### src/rtl/bus_io_scratch_responder.sv
// I/O-mapped scratch RAM responder on the internal MSX bus: data, pointer,
// status/ID and control ports behind a programmable read latency.
module bus_io_scratch_responder #(
  parameter logic [7:0] IO_BASE      = 8'h88,
  parameter int         ADDR_BITS    = 8,
  parameter int         READ_LATENCY = 2,
  parameter logic [5:0] DEVICE_ID    = 6'h2A
) (
  input  logic        clk,
  input  logic        reset,
  input  logic [15:0] bus_address,
  input  logic        bus_ioreq,
  input  logic        bus_memreq,
  input  logic        bus_write,
  input  logic        bus_valid,
  output logic        bus_ready,
  input  logic [7:0]  bus_wdata,
  output logic [7:0]  bus_rdata,
  output logic        bus_rdata_en
);

  typedef enum logic {ST_IDLE, ST_WAIT} state_t;

  state_t               r_state;
  state_t               w_nextState;
  logic [3:0]           r_count;
  logic [ADDR_BITS-1:0] r_pointer;
  logic                 r_wrap;
  logic [7:0]           r_result;
  logic [7:0]           r_mem [2**ADDR_BITS];

  logic                 w_hit;
  logic                 w_accept;
  logic                 w_acceptRead;
  logic [1:0]           w_port;
  logic                 w_ptrAtEnd;
  logic [ADDR_BITS-1:0] w_ptrNext;
  logic [ADDR_BITS-1:0] w_ptrLoad;
  logic [ADDR_BITS+7:0] w_wdataExt;
  logic [ADDR_BITS+7:0] w_ptrExt;
  logic [7:0]           w_ptrByte;
  logic [7:0]           w_readValue;
  logic                 w_unused;

  assign w_hit        = bus_ioreq && (bus_address[7:2] == IO_BASE[7:2]);
  assign w_accept     = bus_valid && bus_ready && w_hit && !reset;
  assign w_acceptRead = w_accept && !bus_write;
  assign w_port       = bus_address[1:0];
  assign w_ptrAtEnd   = &r_pointer;
  assign w_ptrNext    = r_pointer + 1'b1;

  // Zero-extend before slicing so any ADDR_BITS in 4..10 maps cleanly to/from a byte.
  assign w_wdataExt = {{ADDR_BITS{1'b0}}, bus_wdata};
  assign w_ptrLoad  = w_wdataExt[ADDR_BITS-1:0];
  assign w_ptrExt   = {8'h00, r_pointer};
  assign w_ptrByte  = w_ptrExt[7:0];
  assign w_unused   = &{1'b0, bus_memreq, bus_address[15:8], w_wdataExt, w_ptrExt};

  always_comb begin
    w_readValue = 8'h00;
    unique case (w_port)
      2'd0:    w_readValue = r_mem[r_pointer];
      2'd1:    w_readValue = w_ptrByte;
      2'd2:    w_readValue = {1'b0, r_wrap, DEVICE_ID};
      default: w_readValue = 8'h00;
    endcase
  end

  always_ff @(posedge clk) begin
    if (reset) begin
      r_pointer <= '0;
      r_wrap    <= 1'b0;
      r_result  <= 8'h00;
    end else if (w_accept) begin
      if (!bus_write) r_result <= w_readValue;
      unique case (w_port)
        2'd0: begin
          r_pointer <= w_ptrNext;
          if (w_ptrAtEnd) r_wrap <= 1'b1;
        end
        2'd1: if (bus_write) r_pointer <= w_ptrLoad;
        2'd3: if (bus_write) begin
          if (bus_wdata[0]) r_pointer <= '0;
          if (bus_wdata[1]) r_wrap <= 1'b0;
        end
        default: ;
      endcase
    end
  end

  always_ff @(posedge clk) begin
    if (w_accept && bus_write && (w_port == 2'd0)) r_mem[r_pointer] <= bus_wdata;
  end

  always_ff @(posedge clk) begin
    if (reset)                 r_count <= 4'd0;
    else if (w_acceptRead)     r_count <= 4'(READ_LATENCY);
    else if (r_state == ST_WAIT) r_count <= r_count - 4'd1;
  end

  always_ff @(posedge clk) begin
    if (reset) r_state <= ST_IDLE;
    else       r_state <= w_nextState;
  end

  always_comb begin
    w_nextState = r_state;
    unique case (r_state)
      ST_IDLE: if (w_acceptRead) w_nextState = ST_WAIT;
      ST_WAIT: if (r_count == 4'd1) w_nextState = ST_IDLE;
      default: w_nextState = ST_IDLE;
    endcase
  end

  // The strobe is masked during reset so an aborted read never surfaces.
  always_comb begin
    bus_ready    = (r_state == ST_IDLE);
    bus_rdata_en = (r_state == ST_WAIT) && (r_count == 4'd1) && !reset;
    bus_rdata    = bus_rdata_en ? r_result : 8'h00;
  end

endmodule
### config.mk
export PLATFORM = sky130hd
export DESIGN_NAME = bus_io_scratch_responder
export DESIGN_NICKNAME = d
export VERILOG_FILES = /design/src/rtl/bus_io_scratch_responder.sv
export SDC_FILE = /design/constraint.sdc
export NUM_CORES = 2
export LEC_CHECK = 0
export CORE_MARGIN = 3
export CORE_UTILIZATION = 49
export DETAILED_ROUTE_END_ITERATION = 8
export PLACE_DENSITY_LB_ADDON = 0.12
export RECOVER_POWER = 25
export SLEW_MARGIN = 15
export SYNTH_ARGS = -nofsm -noshare
export SYNTH_HDL_FRONTEND = slang
export SYNTH_SLANG_ARGS = --single-unit
export TNS_END_PERCENT = 30
### constraint.sdc
create_clock -name clk -period 3.8 [get_ports clk]
set_input_delay 1.14 -clock clk [delete_from_list [all_inputs] [get_ports clk]]
set_output_delay 1.14 -clock clk [all_outputs]
set_load 0.02 [all_outputs]
==> results by stage <==
Synth:
- The synthesized net count is 4,006.
- Yosys mapped a number of flops with a built-in enable equal to 2,048.
- After synthesis, the mean cell area works out to 20.6 um^2.
- The post-synthesis cell type with the largest combined area is sky130_fd_sc_hd__edfxtp_1.
- The cell count after synthesis came out at 3,970.
- The yosys synthesis warning count is 0.
- The most common flop cell mapped by yosys is sky130_fd_sc_hd__edfxtp_1.
- The register bit total from synthesis is 2,078.
- The post-synthesis instance area is 0.0818 mm^2.
- Of the post-synthesis cell area, the dominant cell type holds 0.752.
- The netlist uses 75 different library cells.
- By area the synthesized netlist is led by sky130_fd_sc_hd__edfxtp_1, sky130_fd_sc_hd__mux4_2, sky130_fd_sc_hd__mux4_1.
- The async set-reset flop share out of synthesis is 0.
- The cell with the most instances after synthesis is sky130_fd_sc_hd__edfxtp_1.
- For this run, the register share of the synthesized area comes to 0.759.
- Ranked by instance count, the synthesized netlist is headed by sky130_fd_sc_hd__edfxtp_1, sky130_fd_sc_hd__mux4_2, sky130_fd_sc_hd__nor2_1.

Power and ir drop:
- VDD sags by at most 0.534 mV.
- For this design the static power due to leakage is 29.8 nW.
- Total power for the finished layout comes to 0.0451 W.
- The power dissipated by switching net loads is 0.00882 W.
- Of the total power, combinational logic draws 0.011.
- The power density of the placed cells is 475 mW/mm^2.
- The sequential fraction of design power is 0.558.
- Of the total power, the share spent switching nets is 0.195.
- The cell internal power dissipation is 0.0363 W.
- The share of total power dissipated in the clock network is 0.431.

Timing:
- The max-slew headroom at the worst pin is -1.29.
- Adding up every negative setup slack in the final design gives 0 ns.
- The count of pins over their slew limit came to 731.
- Setup violations remaining at the end of the flow were counted as 0.
- The smallest hold slack is 0.536 ns.
- Derived from the worst setup path, the maximum achievable clock frequency is 0.270 GHz.
- Clock skew on the completed layout was measured at 0.0329 ns.
- Of the available clock period, the critical path in the final layout requires 0.975.
- Setup repair after global routing left no endpoint under its margin.
- Across all setup checks in the final design, the least slack found is 0.0962 ns.
- The smallest clock period supported by the final layout is computed as 3.70 ns.
- The hold violation count in the final report is 0.
- At the pin with the least slew margin, the transition time is 3.44 ns.

Floorplanning:
- The die is 415 um wide.
- The region available for standard cell placement spans 0.165 mm^2.
- The floorplan step set the die height to 415 um.
- The area of the die is 0.172 mm^2.
- The number of top-level design ports is 40.
- After floorplanning, the core was divided into 149 placement rows.
- The initial utilization of the core area, before any placement, comes to 0.495.

Layout:
- Compared with the post-synthesis result, the final layout area differs by 16.2%.
- Fill cells in the final layout number 12,300.
- The multi-input combinational cells in the finished layout cover a total of 0.0180 mm^2.
- Of the cells placed in the final design, the portion with a size suffix greater than 1 is 0.283.
- The finished cells cover 0.0950 mm^2.
- For this run, the post-layout net count is 4,651.
- Registers take 0.0621 mm^2.

Global route:
- The initial antenna violation count was 1.
- Entering global routing, the biggest net connects 136 pins.
- Global routing finished with a remaining overflow of 0.
- The number of global-route vias before repair is 42,800.
- The wire length of the first global-routing pass is 318 mm.
- The global routing usage summed across all routing layers is 0.260.

Setup path:
- The worst reg-to-reg setup slack is 0.1 ns.
- The worst register-to-register path has a depth of 10.
- The worst setup path category is input port to output port.
- The maximum fanout count along the critical path is 9.
- The worst setup path is captured at an output port.
- In this run the critical register-to-register path is captured at r_result[6]$_SDFFE_PP0P_.
- The critical path data arrival time is 2.56 ns.
- Data on the critical path is required at its endpoint by 2.66 ns.
- The launching element type of the critical path is an input port.

Clock network:
- The clock tree from TritonCTS is yes.
- Clock tree synthesis selected as its root buffer the cell sky130_fd_sc_hd__clkbuf_16.
- The maximum count of clock buffers along a single path is 3.
- For the worst-skew pair, the clock arrives at the later sink with an insertion delay of 0.84 ns.
- The number of setup buffers added after CTS is 0.
- The number of CTS-inserted buffers is 209.
- The clock-pin transition on the worst setup and hold timing paths is 0.06 ns.
- The H-tree was split into 4 levels.
- The count of clock tree sinks is 2,078.

Place:
- The count of buffers inserted at the top-level ports is 30.
- The half-perimeter wire length after detailed placement is 147 mm.
- OpenSTA, run right after detailed placement, puts the worst setup slack at -0.474 ns.
- Summing all placed instances gives a cell area of 0.0888 mm^2.
- The final weighted congestion in routability-driven placement is 0.894.

Run:
- The reported max-cap violation count is 9.

Outcome:
- The checks that failed: max-capacitance violations, max-slew violations.
- The flow ran to the end, but the final reports show violations.

Worst hold path:
- Counting instances, the worst hold path has a depth of 2.
- The startpoint identified for the worst hold timing path is r_wrap$_SDFFE_PP0P_.
- The worst-case hold path end point is r_wrap$_SDFFE_PP0P_.
- The tightest min-delay check is of the flop to flop type.

Route:
- The routed wirelength normalized by instance count is 32.1 um.
- The number of routed nets with antenna violations is 0.
- In the routed design, unresolved DRC markers number 0.
- The first routing iteration left 5,069 violations.
- The number of vias after detailed routing is 42,900.
- The iteration count of the initial detailed-routing pass is 6.
- Dividing the detail-routed via count by the number of cells gives 6.15.
- The aggregate routed wire length is 224 mm.
-- final cells by class --
| class | count | share of cell area |
|---|---|---|
| Clock buffer | 268 | 0.0580 |
| Sequential cell | 2078 | 0.654 |
| Tap cell | 2189 | 0.0288 |
| Timing Repair Buffer | 672 | 0.0601 |
| Clock inverter | 115 | 0.00935 |
| Inverter | 12 | 0.000487 |
| Multi-Input combinational cell | 1642 | 0.190 |
| Antenna cell | 4 | 0.000105 |
-- worst max-delay path, cell delays in order --
cell and delay, ns:
sky130_fd_sc_hd__clkdlybuf4s50_1 0.45, sky130_fd_sc_hd__nor3_1 0.20, sky130_fd_sc_hd__buf_4 0.17, sky130_fd_sc_hd__clkdlybuf4s50_1 0.60
-- metrics by stage --
stage          instances  utilization
2_1_floorplan       3970            -
3_3_place_gp        6593        0.537
3_5_place_dp        6593        0.537
4_1_cts             6976        0.576
5_1_grt             6976        0.575
6_report            6980        0.575
-- flip-flops by register name, indices dropped and copies added, names as in the netlist, named ones only --
| name | flops |
|---|---|
| r_count | 4 |
| r_mem | 2048 |
| r_pointer | 8 |
| r_result | 8 |
| r_state | 1 |
| r_wrap | 1 |
-- layout by cell type, fill, tap and decap left out, types with 10 or more instances in the layout --
| cell | netlist | routed |
|---|---|---|
| sky130_fd_sc_hd__clkinv_2 | 0 | 31 |
| sky130_fd_sc_hd__nor4_1 | 27 | 25 |
| sky130_fd_sc_hd__edfxtp_1 | 2048 | 2048 |
| sky130_fd_sc_hd__nor2_1 | 315 | 313 |
| sky130_fd_sc_hd__mux2_2 | 23 | 23 |
| sky130_fd_sc_hd__clkdlybuf4s50_1 | 0 | 14 |
| sky130_fd_sc_hd__clkbuf_16 | 0 | 212 |
| sky130_fd_sc_hd__bufinv_16 | 0 | 13 |
| sky130_fd_sc_hd__o22ai_1 | 41 | 41 |
| sky130_fd_sc_hd__mux2i_1 | 164 | 164 |
| sky130_fd_sc_hd__buf_4 | 17 | 581 |
| sky130_fd_sc_hd__nand2_1 | 77 | 72 |
| sky130_fd_sc_hd__a22o_1 | 24 | 24 |
| sky130_fd_sc_hd__buf_12 | 13 | 52 |
| sky130_fd_sc_hd__nor3_1 | 40 | 40 |
| sky130_fd_sc_hd__a221oi_1 | 27 | 27 |
| sky130_fd_sc_hd__nor2b_1 | 28 | 24 |
| sky130_fd_sc_hd__nand3_1 | 24 | 21 |
| sky130_fd_sc_hd__o21ai_0 | 32 | 32 |
| sky130_fd_sc_hd__clkinv_1 | 2 | 60 |
| sky130_fd_sc_hd__a211oi_1 | 17 | 17 |
| sky130_fd_sc_hd__and2_1 | 14 | 14 |
| sky130_fd_sc_hd__mux4_2 | 374 | 374 |
| sky130_fd_sc_hd__mux4_1 | 69 | 69 |
| sky130_fd_sc_hd__dfxtp_1 | 30 | 25 |
| sky130_fd_sc_hd__a21oi_1 | 82 | 82 |
| sky130_fd_sc_hd__inv_1 | 10 | 10 |
| sky130_fd_sc_hd__nand2b_1 | 15 | 14 |
| sky130_fd_sc_hd__o221ai_1 | 63 | 63 |
| sky130_fd_sc_hd__a22oi_1 | 66 | 66 |
| sky130_fd_sc_hd__clkbuf_1 | 93 | 60 |
-- worst max-delay path by stage --
stage	end	cells past startpoint	startpoint
final	bus_rdata_en	4	reset
after global routing	r_result[6]$_SDFFE_PP0P_	10	flop
after CTS	bus_rdata_en	4	reset
after detailed placement	r_mem[237][4]$_DFFE_PP_	13	reset
after global placement	r_mem[234][2]$_DFFE_PP_	13	reset
after floorplan	r_mem[104][0]$_DFFE_PP_	8	bus_address[5]
-- layer usage --
metal / part of all wire / global-route usage / vias to the layer above
met5: 0 / 0 / -
met4: 0.032 / 0.0841 / 0
met3: 0.074 / 0.0465 / 336
met2: 0.48 / 0.412 / 1754
met1: 0.41 / 0.370 / 22900
li1: - / - / 17900
-- logic make-up after synthesis --
family	after synthesis	synth area share
AO/OA/AOI/OAI	408	0.0362
XOR/XNOR	3	0.000321
adder cells (fa/ha/maj)	6	0.000918
buffers and inverters	250	0.0220
flip-flops	2078	0.759
multiplexers	630	0.148
AND/OR/NAND/NOR	595	0.0332
-- power by group through the flow --
stage	registers, W	logic [W]	clock network [W]
floorplan	0.0257	0.0000377	0
global placement	0.0256	0.000515	0
detailed placement	0.0256	0.000537	0
CTS	0.0252	0.000536	0.0198
global route	0.0252	0.000550	0.0207
finish	0.0252	0.000507	0.0194
-- timing repair --
| action | in CTS | in global routing |
|---|---|---|
| hold endpoints to repair | 0 | 0 |
| hold buffers | 0 | 0 |
| resized for setup | 8 | 0 |
| setup endpoints to repair | 8 | 0 |
Power figures use the tool's default switching activity.
